===== src/rtl/pipe_stage_reg_if.sv =====
// rtl/pipe_stage_reg_if.sv - upstream/downstream handshake bundle for pipe_stage_reg
interface pipe_stage_reg_if #(
    parameter int DATA_W = 32,
    parameter int CTRL_W = 15,
    parameter int CNT_W  = 16
) ();
    logic              in_valid;
    logic              in_ready;
    logic [DATA_W-1:0] in_data;
    logic [CTRL_W-1:0] in_ctrl;
    logic              flush;
    logic              out_valid;
    logic              out_ready;
    logic [DATA_W-1:0] q_data;
    logic [CTRL_W-1:0] q_ctrl;
    logic [CNT_W-1:0]  stall_cnt;

    modport slave (
        input  in_valid, in_data, in_ctrl, flush, out_ready,
        output in_ready, out_valid, q_data, q_ctrl, stall_cnt
    );

    modport master (
        output in_valid, in_data, in_ctrl, flush, out_ready,
        input  in_ready, out_valid, q_data, q_ctrl, stall_cnt
    );
endinterface


===== src/rtl/pipe_stage_reg.sv =====
// rtl/pipe_stage_reg.sv - flushable pipeline stage register with stall counter; PIPE_SKID_EN adds a skid entry
module pipe_stage_reg #(
    parameter int DATA_W = 32,
    parameter int CTRL_W = 15,
    parameter int CNT_W  = 16
) (
    input  logic                 clk,
    input  logic                 rn,
    pipe_stage_reg_if.slave      bus
);
    logic              main_valid;
    logic [DATA_W-1:0] main_data;
    logic [CTRL_W-1:0] main_ctrl;
    logic [CNT_W-1:0]  cnt;
    logic              ready;
    logic              in_xfer;
    logic              out_xfer;
    logic              stalled;

    assign in_xfer  = bus.in_valid && ready;
    assign out_xfer = main_valid && bus.out_ready;
    // A flush cycle never counts as stalled, so the count survives a kill.
    assign stalled  = main_valid && !bus.out_ready && !bus.flush;

`ifdef PIPE_SKID_EN
    logic              skid_valid;
    logic [DATA_W-1:0] skid_data;
    logic [CTRL_W-1:0] skid_ctrl;

    assign ready = !skid_valid && !bus.flush && rn;

    always_ff @(posedge clk or negedge rn) begin
        if (!rn) begin
            main_valid <= 1'b0;
            main_data  <= '0;
            main_ctrl  <= '0;
            skid_valid <= 1'b0;
            skid_data  <= '0;
            skid_ctrl  <= '0;
        end else if (bus.flush) begin
            main_valid <= 1'b0;
            main_ctrl  <= '0;
            skid_valid <= 1'b0;
            skid_data  <= '0;
            skid_ctrl  <= '0;
        end else if (out_xfer || !main_valid) begin
            // Main slot frees up: the older skid entry goes first to keep order.
            if (skid_valid) begin
                main_valid <= 1'b1;
                main_data  <= skid_data;
                main_ctrl  <= skid_ctrl;
                skid_valid <= 1'b0;
                skid_ctrl  <= '0;
            end else if (in_xfer) begin
                main_valid <= 1'b1;
                main_data  <= bus.in_data;
                main_ctrl  <= bus.in_ctrl;
            end else begin
                main_valid <= 1'b0;
                main_ctrl  <= '0;
            end
        end else if (in_xfer) begin
            skid_valid <= 1'b1;
            skid_data  <= bus.in_data;
            skid_ctrl  <= bus.in_ctrl;
        end
    end
`else
    assign ready = (bus.out_ready || !main_valid) && !bus.flush && rn;

    always_ff @(posedge clk or negedge rn) begin
        if (!rn) begin
            main_valid <= 1'b0;
            main_data  <= '0;
            main_ctrl  <= '0;
        end else if (bus.flush) begin
            main_valid <= 1'b0;
            main_ctrl  <= '0;
        end else if (in_xfer) begin
            main_valid <= 1'b1;
            main_data  <= bus.in_data;
            main_ctrl  <= bus.in_ctrl;
        end else if (out_xfer) begin
            main_valid <= 1'b0;
            main_ctrl  <= '0;
        end
    end
`endif

    always_ff @(posedge clk or negedge rn) begin
        if (!rn) begin
            cnt <= '0;
        end else if (stalled && (cnt != {CNT_W{1'b1}})) begin
            cnt <= cnt + CNT_W'(1);
        end
    end

    assign bus.in_ready  = ready;
    assign bus.out_valid = main_valid;
    assign bus.q_data    = main_data;
    assign bus.q_ctrl    = main_ctrl;
    assign bus.stall_cnt = cnt;
endmodule

===== src/flat_wrapper.sv =====
// flat-port wrapper written by rule: the top's interface ports become plain ports
module pipe_stage_reg_flat 
#(
    parameter int DATA_W = 32,
    parameter int CTRL_W = 15,
    parameter int CNT_W  = 16
)
  (clk, rn, bus_in_valid, bus_in_data, bus_in_ctrl, bus_flush, bus_out_ready, bus_in_ready, bus_out_valid, bus_q_data, bus_q_ctrl, bus_stall_cnt);
  pipe_stage_reg_if #(.DATA_W(DATA_W), .CTRL_W(CTRL_W), .CNT_W(CNT_W)) bus_i ();
  input  logic clk;
  input  logic rn;
  input wire logic [$bits(bus_i.in_valid)-1:0] bus_in_valid;
  input wire logic [$bits(bus_i.in_data)-1:0] bus_in_data;
  input wire logic [$bits(bus_i.in_ctrl)-1:0] bus_in_ctrl;
  input wire logic [$bits(bus_i.flush)-1:0] bus_flush;
  input wire logic [$bits(bus_i.out_ready)-1:0] bus_out_ready;
  output wire logic [$bits(bus_i.in_ready)-1:0] bus_in_ready;
  output wire logic [$bits(bus_i.out_valid)-1:0] bus_out_valid;
  output wire logic [$bits(bus_i.q_data)-1:0] bus_q_data;
  output wire logic [$bits(bus_i.q_ctrl)-1:0] bus_q_ctrl;
  output wire logic [$bits(bus_i.stall_cnt)-1:0] bus_stall_cnt;
  assign bus_i.in_valid = bus_in_valid;
  assign bus_i.in_data = bus_in_data;
  assign bus_i.in_ctrl = bus_in_ctrl;
  assign bus_i.flush = bus_flush;
  assign bus_i.out_ready = bus_out_ready;
  assign bus_in_ready = bus_i.in_ready;
  assign bus_out_valid = bus_i.out_valid;
  assign bus_q_data = bus_i.q_data;
  assign bus_q_ctrl = bus_i.q_ctrl;
  assign bus_stall_cnt = bus_i.stall_cnt;
  pipe_stage_reg #(.DATA_W(DATA_W), .CTRL_W(CTRL_W), .CNT_W(CNT_W)) u_core (.clk(clk), .rn(rn), .bus(bus_i));
endmodule

===== config.mk =====
export PLATFORM = sky130hd
export DESIGN_NAME = pipe_stage_reg_flat
export DESIGN_NICKNAME = d
export VERILOG_FILES = /design/src/rtl/pipe_stage_reg_if.sv /design/src/rtl/pipe_stage_reg.sv /design/src/flat_wrapper.sv
export SDC_FILE = /design/constraint.sdc
export NUM_CORES = 1
export LEC_CHECK = 0
export CAP_MARGIN = 20
export CORE_AREA = 2 2 68 70
export DETAILED_ROUTE_END_ITERATION = 7
export DIE_AREA = 0 0 70 72
export DONT_BUFFER_PORTS = 1
export GPL_TIMING_DRIVEN = 0
export MAX_ROUTING_LAYER = met4
export PLACE_DENSITY_LB_ADDON = 0.25
export SLEW_MARGIN = 20
export SYNTH_ARGS = -nofsm -noshare
export SYNTH_HDL_FRONTEND = slang
export SYNTH_SLANG_ARGS = --single-unit

===== constraint.sdc =====
create_clock -name clk -period 2.7 [get_ports clk]
set_clock_uncertainty 0.1 [all_clocks]
set_input_delay 0.405 -clock clk [delete_from_list [all_inputs] [get_ports clk]]
set_output_delay 0.405 -clock clk [all_outputs]
set_load 0.005 [all_outputs]

==> results.yml <==
clocking:
  postCtsHoldBufs: 2
  cts_num_sinks: 64
  path_clk_slew_ps: 70
  cts_tree: "done"
  htreeDepth: 3
  insertion_delay_ps: 330
  cts_buffers: 9
  cts.repair.resized: 0
  ctsLongestPathBuffers: 2
  postCtsSetupBuffers: 0
  cts-root-buf: "clkbuf_8"
pwr:
  power.density_nw_per_um2: 800
  leakagePower_nw: 1.36
  vdd_ir_drop_max_uv: 526
floorplanning:
  coreArea_um2: 4260
  initial_core_util_pct: 61.0
  rows: 24
  io_pins: 117
  die_h_um: 72
  die_area_um2: 5040
  die_w_um: 70
timing:
  finalHoldViolations: 0
  worst_pin_slew_ps: 435
  setup_violations: 0
  finalCritPeriodShare_pct: 72.8
  relSlewSlack_pct: 71.0
  setup_ws_ps: 734
  whs_ps: 107
  rsz0062_at_grt: "no"
  final_max_slew_viol_count: 0
  min_period_ps: 1970
  fin_setup_tns_ps: 0
  max_freq_ghz: 0.509
worst_hold_path:
  holdCritPathClass: "primary input to flip-flop"
job:
  max_cap_violations: 0
synthesis:
  synth_most_common_cell: "dfrtp_1"
  synth_common_cells: "dfrtp_1, mux2_2, a22o_1"
  yosysUniqueCellTypes: 28
  avgSynthCellArea_um2: 14.7
  synthesis.nets: 230
  ys_seq_elements: 64
  syn-cell-area_um2: 2600
  synth-edff-count: 0
  synth_area_leaders: "dfrtp_1, mux2_2, a22o_1"
  yosysTopAreaCell: "dfrtp_1"
  syn_inst: 177
  ys_async_sr_fraction_pct: 100
  ys.warnings.count: 0
  synth-main-ff-cell: "dfrtp_1"
  synth_top_area_share_pct: 61.5
  ys_seq_area_share_pct: 61.5
grt:
  antenna_found_initial: 0
  grt_max_degree: 65
  grt_pass1_wl_mm: 8.22
  grt_overflow: 0
  grt_pass1_vias: 1661
  use_met1_pct: 25.1
  grt_use_total_pct: 22.1
  gr-usage-met2_pct: 35.0
  grtUsageMet3_pct: 10.0
  grt.busiest_layer: "met2"
setup_path:
  path_max_fanout: 10
  worst_setup_path_end_kind: "flip-flop"
  start_kind: "flip-flop"
  cp.required_ps: 2800
  critical_path_class: "flip-flop to flip-flop"
  arrival_ps: 2070
cells_and_area:
  fin_cells: 247
  drive_gt1_share_pct: 30.3
  antenna_cells: 0
  fin_nets: 243
  final_area_um2: 2940
  syn_to_final_growth_pct: 12.9
placed_design:
  dpl.cell_count: 229
  gp_congestion: 0.861
  port-buffer-count: 0
  hpwl_mm: 3.65
  post-place-ws_ps: 721
  placed_area_um2: 2670
route:
  ant_nets: 0
  drc: 0
  wl_mm: 5.18
  via_per_inst: 6.17
  num_vias: 1524
  first_pass_iters: 4
  drt_iter0_drc: 57
  wl_per_cell_um: 21.0
status:
  status: "complete, no violations"
## area by class of cell
type / instances / area [µm²]
buffer: 8 / 66.3
clock buffer: 14 / 173
clock inverter: 2 / 60.1
fill: 307 / 1330
multi-input combinational: 105 / 935
sequential: 64 / 1600
tap: 52 / 65.1
timing repair buffer: 2 / 37.5
## worst paths after layout
| path | start | end | slack (ps) | cells after the start |
|---|---|---|---|---|
| setup / recovery | u_core.bus.out_valid | u_core.bus.q_data[27] | 730 | 5 |
| hold / removal | bus_in_data[29] | u_core.bus.q_data[29] | 110 | 1 |
| setup reg to reg | u_core.bus.out_valid | u_core.bus.q_data[27] | 730 | 5 |
| hold reg to reg | u_core.bus.stall_cnt[15] | u_core.bus.stall_cnt[15] | 420 | 1 |
| max in group asynchronous | rn | u_core.bus.q_data[27] | 1740 | 2 |
| min in group asynchronous | rn | u_core.bus.q_ctrl[13] | 500 | 2 |
## cell usage in the layout, fill, tap and decap left out, drive strengths merged, types with 5 or more instances in the layout
| cell | count |
|---|---|
| clkbuf | 14 |
| mux2 | 33 |
| buf | 9 |
| xor2 | 11 |
| a22o | 15 |
| nand4 | 5 |
| nand2 | 6 |
| nand3 | 5 |
| dfrtp | 64 |
## sequential cells by signal, summed over array words and instances, names as in the netlist
| signal | flops |
|---|---|
| u_core.bus.q_data | 32 |
| u_core.bus.stall_cnt | 16 |
| u_core.bus.q_ctrl | 15 |
| u_core.bus.out_valid | 1 |
## power breakdown
part,internal [mW],switching (mW)
combinational,0.118,0.0753
clock,0.597,0.337
sequential,1.09,0.130
total,1.81,0.542
## per-stage QoR
stage          total power [mW]  util, %
2_1_floorplan              1.35        -
3_3_place_gp               1.40     62.6
3_5_place_dp               1.41     62.6
4_1_cts                    2.38     68.9
5_1_grt                    2.46     68.9
6_report                   2.35     68.9
## cells by family (layout without fill, tap and decap cells)
logic type / after synthesis / after routing / synth area share (%)
muxes: 33 / 33 / 14.3
xor gates and xnor gates: 15 / 15 / 5.05
adders and majority gates: 1 / 1 / 0.481
buffers and inverters: 8 / 26 / 2.55
and+or+nand+nor: 40 / 40 / 10.6
DFF: 64 / 64 / 61.5
AOI/OAI and AO/OA: 16 / 16 / 5.53
## worst max-delay path, stage by stage, from the launching register on
cell and delay, ps:
dfrtp_1 440, nor2b_2 210, nor4bb_4 400, buf_6 210, buf_6 150, mux2_1 330
## metal layers
metal,part of all wire (%),routed length (µm),vias to the layer above
met5,0,0,-
met4,1.2,62,0
met3,9.6,497,8
met2,51,2630,86
met1,38,1990,761
li1,-,-,669
No activity file was read; power rests on OpenSTA's default activity.
